--- src/rtl/password_entry_ctrl.sv ---
// Keypad password entry controller.
// Collects four digit keys into a shifting display buffer and checks the
// code on ENTER. A match opens the lock for a timed hold. Repeated mismatches
// lead to a timed lockout with an alarm. All outputs come straight from registers.
module password_entry_ctrl #(
  parameter logic [15:0] PASSWORD    = 16'h1234,
  parameter int          MAX_FAIL    = 3,
  parameter int          HOLD_CYCLES = 50000000,
  parameter int          LOCK_CYCLES = 250000000,
  parameter logic [3:0]  BLANK       = 4'hF,
  parameter logic [3:0]  ERR         = 4'hE
) (
  input  logic       clk,
  input  logic       rst,
  input  logic       key_valid,
  input  logic [3:0] key_code,
  output logic [3:0] digit0,
  output logic [3:0] digit1,
  output logic [3:0] digit2,
  output logic [3:0] digit3,
  output logic       unlock,
  output logic       alarm,
  output logic [1:0] fail_cnt,
  output logic       busy
);

  // One timer serves both OPEN and LOCKED, so it is sized for the longer of the two.
  localparam int MAX_CYCLES = (HOLD_CYCLES > LOCK_CYCLES) ? HOLD_CYCLES : LOCK_CYCLES;
  localparam int TW         = (MAX_CYCLES > 1) ? $clog2(MAX_CYCLES) : 1;

  localparam logic [TW-1:0] HOLD_LAST = TW'(HOLD_CYCLES - 1);
  localparam logic [TW-1:0] LOCK_LAST = TW'(LOCK_CYCLES - 1);
  localparam logic [1:0]    FAIL_LAST = 2'(MAX_FAIL - 1);

  localparam logic [3:0] KEY_CLEAR = 4'hA;
  localparam logic [3:0] KEY_ENTER = 4'hB;

  typedef enum logic [1:0] {
    ENTRY  = 2'd0,
    CHECK  = 2'd1,
    OPEN   = 2'd2,
    LOCKED = 2'd3
  } state_t;

  state_t          state_reg;
  // Index 3 is the oldest digit (leftmost), index 0 the newest.
  logic [3:0][3:0] digits_reg;
  logic [2:0]      count_reg;
  logic [TW-1:0]   timer_reg;
  logic [1:0]      fail_reg;
  logic            unlock_reg;
  logic            alarm_reg;
  logic            busy_reg;

  assign digit0   = digits_reg[0];
  assign digit1   = digits_reg[1];
  assign digit2   = digits_reg[2];
  assign digit3   = digits_reg[3];
  assign unlock   = unlock_reg;
  assign alarm    = alarm_reg;
  assign fail_cnt = fail_reg;
  assign busy     = busy_reg;

  // Entry/check/open/lockout state machine with registered outputs.
  always_ff @(posedge clk or negedge rst) begin
    if (!rst) begin
      state_reg  <= ENTRY;
      digits_reg <= {4{BLANK}};
      count_reg  <= 3'd0;
      timer_reg  <= '0;
      fail_reg   <= 2'd0;
      unlock_reg <= 1'b0;
      alarm_reg  <= 1'b0;
      busy_reg   <= 1'b0;
    end else begin
      case (state_reg)
        ENTRY: begin
          if (key_valid) begin
            if (key_code <= 4'd9) begin
              // A full buffer ignores further digits instead of scrolling.
              if (count_reg != 3'd4) begin
                digits_reg <= {digits_reg[2:0], key_code};
                count_reg  <= count_reg + 3'd1;
              end
            end else if (key_code == KEY_CLEAR) begin
              digits_reg <= {4{BLANK}};
              count_reg  <= 3'd0;
            end else if (key_code == KEY_ENTER && count_reg == 3'd4) begin
              state_reg <= CHECK;
              busy_reg  <= 1'b1;
            end
          end
        end

        CHECK: begin
          if (digits_reg == PASSWORD) begin
            state_reg  <= OPEN;
            unlock_reg <= 1'b1;
            fail_reg   <= 2'd0;
            timer_reg  <= '0;
          end else if (fail_reg == FAIL_LAST) begin
            state_reg  <= LOCKED;
            alarm_reg  <= 1'b1;
            fail_reg   <= 2'd0;
            timer_reg  <= '0;
            digits_reg <= {4{ERR}};
            count_reg  <= 3'd0;
          end else begin
            state_reg  <= ENTRY;
            busy_reg   <= 1'b0;
            fail_reg   <= fail_reg + 2'd1;
            digits_reg <= {4{BLANK}};
            count_reg  <= 3'd0;
          end
        end

        OPEN: begin
          // Clear relocks early; otherwise stay open until the hold time runs out.
          if ((key_valid && key_code == KEY_CLEAR) || timer_reg == HOLD_LAST) begin
            state_reg  <= ENTRY;
            unlock_reg <= 1'b0;
            busy_reg   <= 1'b0;
            digits_reg <= {4{BLANK}};
            count_reg  <= 3'd0;
            timer_reg  <= '0;
          end else begin
            timer_reg <= timer_reg + 1'b1;
          end
        end

        LOCKED: begin
          // No key can shorten the lockout.
          if (timer_reg == LOCK_LAST) begin
            state_reg  <= ENTRY;
            alarm_reg  <= 1'b0;
            busy_reg   <= 1'b0;
            digits_reg <= {4{BLANK}};
            count_reg  <= 3'd0;
            timer_reg  <= '0;
          end else begin
            timer_reg <= timer_reg + 1'b1;
          end
        end

        default: state_reg <= ENTRY;
      endcase
    end
  end

endmodule

--- config.mk ---
export PLATFORM = sky130hd
export DESIGN_NAME = password_entry_ctrl
export DESIGN_NICKNAME = d
export VERILOG_FILES = /design/src/rtl/password_entry_ctrl.sv
export SDC_FILE = /design/constraint.sdc
export NUM_CORES = 1
export LEC_CHECK = 0
export ABC_CLOCK_PERIOD_IN_PS = 1910
export BUFFER_PORTS_ARGS = -buffer_cell sky130_fd_sc_hd__buf_2
export CORE_ASPECT_RATIO = 2
export CORE_UTILIZATION = 54
export DETAILED_ROUTE_END_ITERATION = 10
export HOLD_SLACK_MARGIN = 0.02
export PLACE_DENSITY = 0.75
export SLEW_MARGIN = 20
export SYNTH_ARGS = -nofsm -noshare
export SYNTH_HDL_FRONTEND = slang
export SYNTH_SLANG_ARGS = --single-unit
--- constraint.sdc ---
create_clock -name clk -period 1.91 [get_ports clk]
set_input_delay 0.191 -clock clk [delete_from_list [all_inputs] [get_ports clk]]
set_output_delay 0.191 -clock clk [all_outputs]
set_load 0.005 [all_outputs]
==> impl_metrics.toml <==
[detailed_routing]
drt_wl_total_mm = 11.5
drtIter0Drc = 304
antenna_left = 0
highest_layer = "met4"
met1_length_mm = 3.79
route.met2.wl_mm = 6.21
routedWlPerCell_um = 20.6
dr.pass1.iters = 8
num_vias = 3629
viasPerCell = 6.49
wl_met3_um = 535
route.detailed.drc = 11

[synthesis]
synthesis.nets = 374
syn_area_um2 = 3230
avgSynthCellArea_um2 = 8.89
yosysSeqAreaShare_pct = 42.4
synth-main-ff-cell = "dfrtp_1"
synth_edf_count = 0
postSynthCellCount = 364
yosys_warnings = 0
async_flop_share_pct = 100
synth.distinct_cells = 58
ys_ff_latch = 54

[critical_path]
reg2reg_slack_ps = -340
cp-start-kind = "flip-flop"
crit_chain = "or4b_4 -> nor4_4 -> o32ai_4 -> buf_12 -> buf_12 -> o211ai_1 -> o211ai_1"
path_class = "reg2reg"
cp-end-kind = "flip-flop"
cp_max_fo = 8
slowest_delay_ps = 560
required_ps = 2070
cp_num_buf_inv = 2
worst_path_max_delay_cell = "or4b_4"
crit_family = "simple AND/OR/NAND/NOR gates"
cp.arrival_ps = 2410

[clock_network]
clkSinkCount = 54
ctsHtreeMaxLevel = 2
clockBufferDepth = 2
root_buffer = "clkbuf_16"
clkLatencyLatePin_ps = 300
numCtsBuffers = 5
path_clk_slew_ps = 70
cts_tree = "done"

[die]
start_util_pct = 56.2
rows = 39
core_area_um2 = 5760
fp.dieH_um = 111
die_x_um = 56.7
die-area_um2 = 6320
ioPinCount = 28

[place]
dp.cells = 531
port_buffers = 27
dpl.hpwl_mm = 7.17
gp_congestion = 0.934

[grt]
grt_pass1_wl_mm = 17.5
grt-ovfl-total = 0
grt_max_degree = 55
first_global_vias = 3745
grt_usage_pct = 36.3
grt_antenna_before_repair = 0

[final_layout]
areaGrowthSynthToFinish_pct = 50.6
mostFrequentLayoutCells = "93 x buf_4, 55 x nand2_1, 37 x dfrtp_1, 29 x nor2_1, 28 x buf_2"
fin_cells = 559
mostFrequentLayoutCell = "buf_4"
fin_util_pct = 84.6
n_antenna_cell = 0
final_layout_size_suffix_gt1_share_pct = 43.8
largest_register_ff_count = 28
nets = 507

[timing]
fin_crit_sh_pct = 118
timing.slew.headroom_pct = 59.1
worstMarginPinSlew_ps = 614
setup_slack_ps = -337
setup-violations-final = 50
timing.hold.ws_ps = 329
drv_slew = 0
fmax_mhz = 445
rsz0062_at_grt = "yes"
skew_ps = 3.42
post-route-min-period_ps = 2250
finalHoldViolations = 0

[outcome]
failed_checks = "DRC, setup timing"
status = "finished with violations"

[power]
cellLeakagePower_uw = 0.00213
ir_drop_mv = 0.616
power_density_nw_per_um2 = 576

[job]
maxCapViolCount = 0

[hold_path]
min_path_type = "in2reg"
[layout make-up]
cell class	instances	area [um2]
multi-input combinational	267	1980
tap	61	76.3
clock buffer	6	129
inverter	25	93.8
sequential	54	1370
clock inverter	2	8.76
timing repair buffer	144	1210
fill	305	886
[routing by layer]
metal | vias up | global-route usage [%]
met3 | 86 | 5.23
met2 | 194 | 66.5
li1 | 1603 | -
met5 | - | 0
met4 | 0 | 26.0
met1 | 1746 | 35.8
[metrics by stage]
stage	setup WS (ps)	TNS, ps	area [um2]	total power (uW)
after floorplan	-199	-3200	3240	1550
after global placement	-356	-9080	4200	1820
after detailed placement	-413	-10990	4200	1850
after CTS	-251	-7670	4710	2780
after global routing	-462	-17420	4870	2910
final	-337	-11980	4870	2800
[report_power, final]
group,switching [uW],internal [uW]
clock network,405,481
registers,69.0,1230
logic,318,302
total,793,2010
[timing repair]
action / 4_1_cts / 5_1_grt
resized for setup: 47 / 24
buffers inserted: 13 / 3
gates cloned: 4 / 0
hold buffers: 1 / 0
endpoints found under the hold margin: 38 / 0
pin swaps: 29 / 12
endpoints found under the setup margin: 50 / 51
[Yosys cell counts (3+ instances only)]
library cell   n  share of area [%]
nor4_1        11                2.1
a21o_1         3               0.70
nand3_1       15                2.3
nand2_1       56                6.5
mux2i_1       17                5.3
inv_1         25                2.9
buf_2          3               0.46
a21oi_1        5               0.77
o21ai_0       16                2.5
nor3_1         6               0.93
o31a_1         5                1.4
o211ai_1       8                1.9
ha_1           3                1.2
nor4b_1        4                1.1
o221ai_1       3               0.81
nand4_1       10                1.9
or3_1          3               0.58
o21a_1         4               0.93
o22ai_1       13                2.5
dfrtp_1       38                 29
dfstp_2       16                 13
a22oi_1        3               0.70
or2_2          4               0.77
and4_1         4                1.1
clkbuf_1      13                1.5
nor2_1        31                3.6
[worst register-to-register path: cells and delay by family (launching register included)]
| family | cells | cell delay, ps |
|---|---|---|
| AOI/OAI and AO/OA | 3 | 560 |
| DFF | 1 | 400 |
| buffers and inverters | 2 | 350 |
| and+or+nand+nor | 2 | 800 |
[cell families after synthesis]
| group | synth area share (%) |
|---|---|
| buf+inv | 5.69 |
| compound gates | 17.6 |
| fa+ha+maj | 1.16 |
| mux | 5.96 |
| simple gates | 27.2 |
| flops | 42.4 |
[final timing paths]
check | cells after the start | from | end
worst max-delay path | 7 | timer_reg[9] | timer_reg[17]
worst min-delay path | 3 | key_code[3] | digit0[3]
worst max register to register | 7 | timer_reg[9] | timer_reg[17]
worst min register to register | 1 | busy | busy
max in group asynchronous | 3 | rst | digit0[0]
min in group asynchronous | 3 | rst | timer_reg[11]
Note: power is estimated with default switching activity, not from simulation.
